--- config.mk ---
export PLATFORM = sky130hd
export DESIGN_NAME = key_conditioner
export DESIGN_NICKNAME = d
export VERILOG_FILES = /design/src/rtl/watch_pkg.sv /design/src/rtl/sync_2ff.sv /design/src/rtl/key_conditioner.sv
export SDC_FILE = /design/constraint.sdc
export NUM_CORES = 1
export LEC_CHECK = 0
export CORE_AREA = 2 2 68 96
export CTS_CLUSTER_SIZE = 28
export DETAILED_ROUTE_END_ITERATION = 10
export DIE_AREA = 0 0 70 98
export HOLD_SLACK_MARGIN = 0.02
export PLACE_DENSITY = 0.65
export SLEW_MARGIN = 10
export SYNTH_ARGS = -nofsm -noshare
export SYNTH_HDL_FRONTEND = slang
export SYNTH_SLANG_ARGS = --single-unit
--- constraint.sdc ---
create_clock -name clk -period 3.69 [get_ports clk]
set_clock_uncertainty 0.15 [all_clocks]
set_input_delay 0.369 -clock clk [delete_from_list [all_inputs] [get_ports clk]]
set_output_delay 0.369 -clock clk [all_outputs]
set_load 0.005 [all_outputs]
--- src/rtl/watch_pkg.sv ---
// -----------------------------------------------------------------------------
// watch_pkg
//
// Definitions shared between the watch controller and its input conditioning
// stages.
//   key_state_t   : state encoding of the per-key debounce / hold FSM
//   C_DEBOUNCE    : default debounce length in clk cycles (20 ms at 50 MHz)
//   C_LONG_PRESS  : default long-press length in clk cycles (4 s at 50 MHz)
//   cnt_width()   : width of a counter that must hold values 0..n
// -----------------------------------------------------------------------------
package watch_pkg;

   typedef enum logic [2:0] {
      IDLE        = 3'd0,
      DEB_PRESS   = 3'd1,
      PRESSED     = 3'd2,
      LONG_HELD   = 3'd3,
      DEB_RELEASE = 3'd4
   } key_state_t;

   localparam int unsigned C_DEBOUNCE   = 1_000_000;
   localparam int unsigned C_LONG_PRESS = 200_000_000;

   // One spare bit above $clog2 so a counter can reach n itself, not just n-1.
   function automatic int cnt_width(input int unsigned n);
      return $clog2(n) + 1;
   endfunction

endpackage

--- src/rtl/sync_2ff.sv ---
// -----------------------------------------------------------------------------
// sync_2ff
//
// Single-bit two-flop synchroniser for an asynchronous input pin.
//   clk : destination clock
//   rst : synchronous, active-high reset; both stages clear to 0
//   d   : asynchronous input
//   q   : synchronised output, two clk edges of latency
// -----------------------------------------------------------------------------
module sync_2ff (
   input  logic clk,
   input  logic rst,
   input  logic d,
   output logic q
);

   logic stage1_q, stage1_d;
   logic stage2_q, stage2_d;

   always_comb begin
      stage1_d = d;
      stage2_d = stage1_q;
   end

   always_ff @(posedge clk) begin
      if (rst) begin
         stage1_q <= 1'b0;
         stage2_q <= 1'b0;
      end else begin
         stage1_q <= stage1_d;
         stage2_q <= stage2_d;
      end
   end

   assign q = stage2_q;

endmodule

--- src/rtl/key_conditioner.sv ---
// -----------------------------------------------------------------------------
// key_conditioner
//
// Conditions one active-low push button: synchronises the pin, debounces
// press and release, and produces a clean level plus single-cycle press,
// release and long-press events. All outputs are registered.
//
// Parameters
//   DEBOUNCE_CYCLES   : stable cycles needed to accept a press or release (>=2)
//   LONG_PRESS_CYCLES : cycles held after acceptance before long_pulse (>=2)
// Ports
//   clk           : system clock, rising edge
//   rst           : synchronous, active-high reset
//   key_n         : raw button pin, asynchronous, active low
//   key_clean     : debounced level, 1 = pressed
//   press_pulse   : one cycle on each accepted press
//   release_pulse : one cycle on each accepted release
//   long_pulse    : one cycle, at most once per press, at the long-press time
//   was_long      : captured at release: 1 if long_pulse fired in that press;
//                   held until the next press_pulse
// -----------------------------------------------------------------------------
module key_conditioner
   import watch_pkg::*;
#(
   parameter int unsigned DEBOUNCE_CYCLES   = C_DEBOUNCE,
   parameter int unsigned LONG_PRESS_CYCLES = C_LONG_PRESS
) (
   input  logic clk,
   input  logic rst,
   input  logic key_n,
   output logic key_clean,
   output logic press_pulse,
   output logic release_pulse,
   output logic long_pulse,
   output logic was_long
);

   localparam int DW = cnt_width(DEBOUNCE_CYCLES);
   localparam int HW = cnt_width(LONG_PRESS_CYCLES);

   localparam logic [DW-1:0] DEB_LAST  = DW'(DEBOUNCE_CYCLES - 1);
   localparam logic [HW-1:0] HOLD_LAST = HW'(LONG_PRESS_CYCLES - 1);

   logic key_sync;

   key_state_t    state_q, state_d;
   logic [DW-1:0] deb_cnt_q, deb_cnt_d;
   logic [HW-1:0] hold_cnt_q, hold_cnt_d;
   logic          long_fired_q, long_fired_d;
   logic          key_clean_q, key_clean_d;
   logic          press_q, press_d;
   logic          release_q, release_d;
   logic          long_q, long_d;
   logic          was_long_q, was_long_d;

   // Pin is active low; invert before synchronising so key_sync = 1 means pressed.
   sync_2ff u_sync (
      .clk (clk),
      .rst (rst),
      .d   (~key_n),
      .q   (key_sync)
   );

   always_comb begin
      state_d      = state_q;
      deb_cnt_d    = deb_cnt_q;
      hold_cnt_d   = hold_cnt_q;
      long_fired_d = long_fired_q;
      key_clean_d  = key_clean_q;
      was_long_d   = was_long_q;
      press_d      = 1'b0;
      release_d    = 1'b0;
      long_d       = 1'b0;

      unique case (state_q)
         IDLE: begin
            if (key_sync) begin
               state_d   = DEB_PRESS;
               deb_cnt_d = '0;
            end
         end

         DEB_PRESS: begin
            if (!key_sync) begin
               state_d = IDLE;
            end else if (deb_cnt_q == DEB_LAST) begin
               state_d      = PRESSED;
               key_clean_d  = 1'b1;
               press_d      = 1'b1;
               hold_cnt_d   = '0;
               long_fired_d = 1'b0;
               was_long_d   = 1'b0;
            end else begin
               deb_cnt_d = deb_cnt_q + DW'(1);
            end
         end

         PRESSED: begin
            // The hold count advances on every PRESSED cycle, including the
            // one that leaves for DEB_RELEASE; it saturates at HOLD_LAST so a
            // bounce right at the threshold still fires long_pulse on return.
            if (hold_cnt_q != HOLD_LAST) begin
               hold_cnt_d = hold_cnt_q + HW'(1);
            end
            if (!key_sync) begin
               state_d   = DEB_RELEASE;
               deb_cnt_d = '0;
            end else if (hold_cnt_q == HOLD_LAST) begin
               state_d      = LONG_HELD;
               long_d       = 1'b1;
               long_fired_d = 1'b1;
            end
         end

         LONG_HELD: begin
            if (!key_sync) begin
               state_d   = DEB_RELEASE;
               deb_cnt_d = '0;
            end
         end

         DEB_RELEASE: begin
            if (key_sync) begin
               // Release bounce: resume where we were, hold time preserved.
               state_d = long_fired_q ? LONG_HELD : PRESSED;
            end else if (deb_cnt_q == DEB_LAST) begin
               state_d     = IDLE;
               key_clean_d = 1'b0;
               release_d   = 1'b1;
               was_long_d  = long_fired_q;
            end else begin
               deb_cnt_d = deb_cnt_q + DW'(1);
            end
         end

         default: begin
            state_d = IDLE;
         end
      endcase
   end

   always_ff @(posedge clk) begin
      if (rst) begin
         state_q      <= IDLE;
         deb_cnt_q    <= '0;
         hold_cnt_q   <= '0;
         long_fired_q <= 1'b0;
         key_clean_q  <= 1'b0;
         press_q      <= 1'b0;
         release_q    <= 1'b0;
         long_q       <= 1'b0;
         was_long_q   <= 1'b0;
      end else begin
         state_q      <= state_d;
         deb_cnt_q    <= deb_cnt_d;
         hold_cnt_q   <= hold_cnt_d;
         long_fired_q <= long_fired_d;
         key_clean_q  <= key_clean_d;
         press_q      <= press_d;
         release_q    <= release_d;
         long_q       <= long_d;
         was_long_q   <= was_long_d;
      end
   end

   assign key_clean     = key_clean_q;
   assign press_pulse   = press_q;
   assign release_pulse = release_q;
   assign long_pulse    = long_q;
   assign was_long      = was_long_q;

endmodule
Word level (Yosys, flattened, before mapping). Index checks and enable logic that the tools add are counted.

$add $sub $neg: 2. Equal/unequal tests: 20. Muxes and demuxes: 34. Bitwise logic cells: 5. Reductions and logical operators: 13.

Operator list (number): 21-bit 2-to-1 mux (5); 29-bit 2-to-1 mux (3); 21-bit one-hot mux with 4 select lines (1); 29-bit one-hot mux with 2 select lines (1); 29-bit by 1-bit adder with 29-bit output, second input constant (1); 29-bit by 28-bit == test with 1-bit output, second input constant (1); 29-bit by 28-bit inequality test with 1-bit output, second input constant (1); 3-bit 2-to-1 mux (8); 21-bit by 1-bit adder with 21-bit output, second input constant (1); 21-bit by 20-bit == test with 1-bit output, second input constant (1); 5-bit AND reduction (4); 3-bit one-hot mux with 5 select lines (1); 2-bit inequality test, second input constant (7); 1-bit 2-to-1 mux (12); 3-bit OR reduction (3); 3-bit by 2-bit == test with 1-bit output, second input constant (2); 2-bit by 1-bit inequality test with 1-bit output, second input constant (3); 3-bit inequality test, second input constant (2); 1-bit one-hot mux with 2 select lines (3); 1-bit inverter (5); 4-bit AND reduction (1); 2-bit nonzero test (2); 4-bit nonzero test (1); 3-bit by 1-bit == test with 1-bit output, second input constant (1); other kinds (4) (4).

Bits in registers: 61. Bits of input ports: 3. Output and inout port bits: 5. Word-level logic and storage cells: 85.

Logic depth before layout (Yosys ltp). Gate-level depths: netlist of the first run.

Depth in word-level cells: 4. Gate-level depth with buffers: 8. Mapped depth without buffers: 7.

Cells and area by module. Synthesis of the first run repeated with hierarchy kept, for this count alone.

Cells, all modules: 385. Area, all modules: 3256.9 um^2.

Modules (own cells, without submodules): key_conditioner (instances 1, cells each 381, area each 3204.3 um^2, seq. area each 1181.1 um^2); sync_2ff (instances 1, cells each 4, area each 52.6 um^2, seq. area each 40.0 um^2).

Worst setup path after synthesis of the first run. Ideal clock, no wire load.

Path type: flip-flop to flip-flop. From: register deb_cnt_q[6]. To: register hold_cnt_q[14]. Library setup time: 0.059 ns. Arrival time: 2.474 ns. Data required time: 3.481 ns. Path slack: 1.007 ns. Cell stages (with the launch flop): 8. Buffers on the path: 1. Path through: dfxtp_1 -> or4_1 -> or4_4 -> nor3_4 -> o21ai_2 -> buf_6 -> or4_1 -> nand2_1.

Longest elaborated chain between the ends: 3.

Ends and longest elaborated chain: from (decl) (RTL line key_conditioner.sv:47) `logic [DW-1:0] deb_cnt_q, deb_cnt_d;`; from (signal assigned) (RTL line key_conditioner.sv:155) `deb_cnt_q <= deb_cnt_d;`; 21-bit by 20-bit == test with 1-bit output (RTL line key_conditioner.sv:86) `end else if (deb_cnt_q == DEB_LAST) begin`; 2-bit inequality test (no line); 4-bit AND reduction (no line); to (signal assigned) (RTL line key_conditioner.sv:156) `hold_cnt_q <= hold_cnt_d;`; to (decl) (RTL line key_conditioner.sv:48) `logic [HW-1:0] hold_cnt_q, hold_cnt_d;`.

Every way passes these cells. A chain may end at the register's enable or synchronous reset.

Worst setup path in the final report of the first run.
From: register deb_cnt_q[6]. To: register hold_cnt_q[17].

The elaborated chain is that of the path after synthesis.

==> results.py, run 1 <==
metrics = {
    "cells_and_area": {
        "fillCellCount": 597,
        "final_nets": 357,
        "mostFrequentLayoutCells": "61 x dfxtp_1, 46 x nor2_1, 29 x xor2_1",
        "fin_cells": 429,
        "seq_area_um2": 1220,
        "drive_gt1_frac": 0.0812,
        "area_growth_pct": 12.5,
        "diodes": 0,
        "final_common_cell": "dfxtp_1",
        "multi_input_area_um2": 1610,
    },
    "clock_network": {
        "cts_hold_buf": 0,
        "clkTransAtPathRegs_ns": 0.07,
        "root_buffer": "clkbuf_8",
        "clock_sinks": 61,
        "cts_resized": 0,
        "cts_tree": "yes",
        "htree_levels": 3,
        "post_cts_buffers": 0,
        "clock_path_buffers": 2,
        "clkLatencyLatePin_ns": 0.34,
        "cts_buffers": 9,
    },
    "worst_setup_path": {
        "critical_path_peak_fanout": 10,
        "worstSetupEndpointType": "flop",
        "cp_num_buf_inv": 1,
        "slowest_delay_ns": 0.58,
        "worstSetupStartpointType": "flop",
        "slowest_stage": "or4_4",
        "path_delay_family": "simple AND/OR/NAND/NOR gates",
        "crit_arrival_ns": 3.11,
        "crit_path_cell_trace": "or4_1 > or4_4 > nor3_4 > buf_4 > o2111ai_1 > or3_1 > a21oi_1",
        "crit_required_ns": 3.81,
        "crit_type": "reg -> reg",
    },
    "sta": {
        "maxSlewViolCount": 0,
        "layout_min_cycle_time_ns": 2.99,
        "rsz0062_at_grt": "no",
        "final-setup-viol-count": 0,
        "setup-tns-final_ns": 0,
        "max_freq_mhz": 335,
        "worst_slew_pin_slew_ns": 0.820,
        "timing_hold_violations_final": 0,
        "slew_headroom": 0.453,
        "post-route-period-util": 0.810,
    },
    "logic_synthesis": {
        "ys_seq_area_frac": 0.419,
        "synth_compound_area_frac": 0.143,
        "muxShareOfSynthArea": 0.00344,
        "syn_area_per_cell_um2": 8.49,
        "synth_nets": 348,
        "synthXorXnorAreaFrac": 0.0962,
        "ys.warnings.count": 0,
        "yosys.area.top_type": "dfxtp_1",
        "synth_cell_types": 46,
        "synthFlopType": "dfxtp_1",
        "synth_top_area_frac": 0.419,
        "async_flop_share": 0,
        "ys_ff_latch": 61,
        "syn_area_um2": 2910,
        "synth-edff-count": 0,
        "synth_top_family_by_area": "simple AND/OR/NAND/NOR gates",
        "synth-simple-area-share": 0.300,
        "synth-adder-area-share": 0.00859,
        "syn_inst": 343,
        "synthTopCellsByArea": "dfxtp_1 42%, xor2_1 8.7%, nor2_1 5.9%",
    },
    "global_routing": {
        "grt_pass1_wl_mm": 11.4,
        "grt_pass1_vias": 2544,
        "grt_max_degree": 27,
        "grt_usage": 0.209,
        "overflow": 0,
        "grt_antenna_before_repair": 0,
    },
    "floorplan": {
        "fp-row-count": 34,
        "core_area_um2": 6040,
        "die_area_um2": 6860,
        "die_h_um": 98,
        "start_util": 0.482,
        "fp.dieW_um": 70,
        "io_pins": 8,
    },
    "power": {
        "power.density_nw_per_um2": 417,
        "ir_worst_vdd_v": 0.000224,
        "p_leak_uw": 0.00115,
    },
    "placed_design": {
        "portBuffers": 7,
        "hpwlAfterDp_mm": 4.67,
        "gp_congestion": 0.871,
        "place_inst": 413,
    },
    "routing": {
        "wire_per_inst_um": 15.2,
        "ant_nets": 0,
        "drt_first_pass_iters": 4,
        "vias": 2555,
        "drc": 0,
        "drt-vias-per-instance": 5.96,
        "drt_wl_total_mm": 6.52,
        "first_iter_violations": 121,
    },
    "outcome": {
        "outcome": "finished, final reports clean",
    },
    "job": {
        "cap_violations": 0,
    },
    "worst_hold_path": {
        "hold_path.class": "reg -> reg",
    },
}
## synthesized netlist by cell type (all sizes together) (4+ instances only)
cell and number:
a21oi 19, and3 13, buf 4, clkbuf 11, dfxtp 61, inv 5, nand2 20, nand3 16
nand4 17, nor2 47, nor2b 5, nor3 10, nor4 4, o2111ai 7, o211ai 6, o21ai 17
or3 6, or4 9, xor2 29
## path summary, 6_finish.rpt
path	from	to	slack, ns	depth (start not counted)
min	u_sync.stage1_q	u_sync.q	0.30	1
max reg2reg	deb_cnt_q[6]	hold_cnt_q[17]	0.70	7
min reg2reg	u_sync.stage1_q	u_sync.q	0.30	1
max	deb_cnt_q[6]	hold_cnt_q[17]	0.70	7
## registers in the layout, summed over array words and instances (netlist names)
name / flops
was_long: 1
u_sync.stage1_q: 1
long_pulse: 1
state_q: 3
long_fired_q: 1
key_clean: 1
press_pulse: 1
release_pulse: 1
u_sync.q: 1
hold_cnt_q: 29
deb_cnt_q: 21
## power by group
| group | leakage [µW] | internal (µW) | switching (µW) |
|---|---|---|---|
| registers | 0.000492 | 660 | 2.60 |
| logic | 0.000540 | 8.36 | 17.1 |
| clock network | 0.000116 | 415 | 261 |
| total | 0.00115 | 1080 | 281 |
## through the flow
stage	utilization	worst slack [ns]	hold WS (ns)	area [µm²]	power, µW
after floorplan	-	1.01	0.264	2910	693
after global routing	0.542	0.514	0.337	3280	1410
after detailed placement	0.505	0.731	0.301	3050	704
after global placement	0.505	0.757	0.268	3050	704
final	0.542	0.701	0.303	3280	1360
after CTS	0.542	0.705	0.312	3280	1380
## worst reg2reg max path, delay by kind of cell (launching register included)
family | cells | cell delay [ns]
flip-flops | 1 | 0.36
buffers and inverters | 1 | 0.25
AO/OA/AOI/OAI | 2 | 0.31
AND/OR/NAND/NOR | 4 | 1.84
## metal layers
layer  wire [µm]  track usage  vias up
met1        2640        0.215     1228
met3         165       0.0433       11
met4         153        0.118        0
met2        3550        0.386       32
met5           0            0        -
li1            -            -     1284
## kinds of logic (layout without fill, tap and decap cells)
| group | count (synthesis) | after routing |
|---|---|---|
| compound gates | 64 | 64 |
| simple gates | 163 | 163 |
| flops | 61 | 61 |
| buf+inv | 20 | 34 |
| mux | 1 | 1 |
| fa+ha+maj | 2 | 2 |
| xor+xnor | 32 | 32 |
## final cells by class
| class | instances | share of cell area |
|---|---|---|
| clock inverters | 4 | 0.0214 |
| inverters | 5 | 0.00573 |
| clock buffers | 12 | 0.0474 |
| flip-flops and latches | 61 | 0.373 |
| repair buffers | 13 | 0.0351 |
| multi-input cells | 262 | 0.490 |
| well taps | 72 | 0.0275 |
Power figures use the tool's default switching activity.
==> run 2: changes to the inputs <==
Clock period 3.69 ns to 2.9 ns, I/O delays scaled along.
==> run 2 against run 1 <==
Count of clock-buffer cells in the layout is the same. Power grew 19%. Sequential share of layout area fell by 0.81 points. Core utilization up 1.2 points. Register-to-register slack got worse by 0.57 ns. Setup slack worse by 0.57 ns. Critical endpoint is now hold_cnt_q[16]. Sequential cell count stayed put. Sequential power rose by 27%. Fmax is 7.9% higher.
==> results.py, run 2 (synthesis results as in run 1) <==
metrics = {
    "outcome": {
        "outcome": "finished, final reports clean",
    },
    "worst_setup_path": {
        "crit_arrival_ns": 2.88,
        "worstSetupStartpointType": "flop",
        "cp_num_buf_inv": 0,
        "crit_required_ns": 3.01,
        "slowest_stage": "or4b_1",
        "critical_path_peak_fanout": 13,
        "crit_path_cell_trace": "or4b_1 > or4_4 > nor3_4 > o21ai_2 > or4_1 > a21oi_1",
        "path_delay_family": "simple AND/OR/NAND/NOR gates",
        "slowest_delay_ns": 0.55,
        "worstSetupEndpointType": "flop",
        "crit_type": "reg -> reg",
    },
    "power": {
        "ir_worst_vdd_v": 0.000316,
        "power.share.combinational": 0.021,
        "p_int_uw": 1270,
        "seqPwrFrac": 0.520,
        "finalPower_uw": 1620,
        "switching_share": 0.218,
        "pwr-share-clk": 0.459,
        "power.density_nw_per_um2": 485,
        "switchingPower_uw": 353,
        "p_leak_uw": 0.00120,
    },
    "routing": {
        "top_layer_used": "met4",
        "drt-vias-per-instance": 5.76,
        "wl_met3_um": 127,
        "wire_per_inst_um": 14.8,
        "vias": 2553,
        "first_iter_violations": 141,
        "drt_first_pass_iters": 4,
        "drt_wl_total_mm": 6.56,
        "wl_met1_mm": 2.80,
        "drc": 0,
        "ant_nets": 0,
        "wl_met2_mm": 3.42,
    },
    "cells_and_area": {
        "largest_reg_flops": 29,
        "drive_gt1_frac": 0.113,
        "diodes": 0,
        "area_growth_pct": 14.9,
        "regMostFlops": "hold_cnt_q",
        "final_common_cell": "dfxtp_1",
        "mostFrequentLayoutCells": "61 x dfxtp_1, 46 x nor2_1, 29 x xor2_1",
        "top_regs": "hold_cnt_q (29), deb_cnt_q (21), state_q (3)",
        "design_area_um2": 3350,
        "fillCellCount": 574,
        "fin_util": 0.554,
        "final_nets": 371,
    },
    "sta": {
        "holdWs_ns": 0.290,
        "fin_ws_ns": 0.130,
        "worst_slew_pin_slew_ns": 0.595,
        "maxSlewViolCount": 0,
        "post-route-period-util": 0.955,
        "rsz0062_at_grt": "yes",
        "slew_headroom": 0.603,
        "layout_min_cycle_time_ns": 2.77,
        "timing_hold_violations_final": 0,
        "max_freq_mhz": 361,
        "final-setup-viol-count": 0,
    },
    "clock_network": {
        "cts_buffers": 9,
        "root_buffer": "clkbuf_8",
        "post_cts_buffers": 0,
        "clock_sinks": 61,
        "htree_levels": 3,
        "clkTransAtPathRegs_ns": 0.07,
        "cts_tree": "yes",
        "clkLatencyLatePin_ns": 0.33,
        "clock_path_buffers": 2,
    },
    "placed_design": {
        "place_ws_ns": 0.163,
        "gp_congestion": 0.854,
        "portBuffers": 7,
        "placed_cell_area_um2": 3160,
        "hpwlAfterDp_mm": 4.78,
    },
    "floorplan": {
        "start_util": 0.482,
        "die_area_um2": 6860,
        "fp-row-count": 34,
        "fp.dieW_um": 70,
        "io_pins": 8,
        "core_area_um2": 6040,
        "die_h_um": 98,
    },
    "global_routing": {
        "overflow": 0,
        "grt_max_degree": 19,
        "grt_pass1_vias": 2531,
        "grt_antenna_before_repair": 0,
        "grt_usage": 0.211,
        "grt_pass1_wl_mm": 11.5,
    },
    "job": {
        "cap_violations": 0,
    },
    "worst_hold_path": {
        "hold_path.class": "reg -> reg",
    },
}
==> run 2: worst paths after layout <==
path | depth (start not counted) | start | to | slack, ns
setup / recovery | 6 | deb_cnt_q[13] | hold_cnt_q[16] | 0.13
hold / removal | 1 | u_sync.stage1_q | u_sync.q | 0.29
setup reg to reg | 6 | deb_cnt_q[13] | hold_cnt_q[16] | 0.13
hold reg to reg | 1 | u_sync.stage1_q | u_sync.q | 0.29
==> run 2: routing by layer <==
layer,vias to the layer above,global-route usage
li1,1295,-
met1,1218,0.231
met2,25,0.374
met3,15,0.0444
met4,0,0.115
met5,-,0
==> run 2: per-stage QoR <==
| step | setup TNS, ns | cells |
|---|---|---|
| 2_1_floorplan | 0 | 343 |
| 3_3_place_gp | 0 | 427 |
| 3_5_place_dp | 0 | 427 |
| 4_1_cts | 0 | 443 |
| 5_1_grt | -0.0154 | 443 |
| 6_report | 0 | 443 |
==> run 2: power by group through the flow <==
| stage | Combinational [µW] | Clock [µW] | Sequential, µW |
|---|---|---|---|
| 5_1_grt | 38.0 | 796 | 843 |
| 2_1_floorplan | 22.4 | 0 | 860 |
| 6_report | 34.1 | 745 | 843 |
| 4_1_cts | 34.7 | 763 | 843 |
| 3_5_place_dp | 34.5 | 0 | 862 |
| 3_3_place_gp | 34.4 | 0 | 862 |
==> run 2: final cells by class <==
cell class | instances | area [µm²] | share of cell area
flip-flops and latches | 61 | 1220 | 0.365
well taps | 72 | 90.1 | 0.0269
clock inverters | 4 | 47.5 | 0.0142
clock buffers | 12 | 145 | 0.0433
inverters | 5 | 18.8 | 0.00561
repair buffers | 27 | 220 | 0.0658
multi-input cells | 262 | 1610 | 0.479
==> run 2: what timing repair did <==
item                                    in CTS  in global routing
gates resized for setup                      0                  0
endpoints found under the setup margin       0                  2
hold buffers                                 0                  0
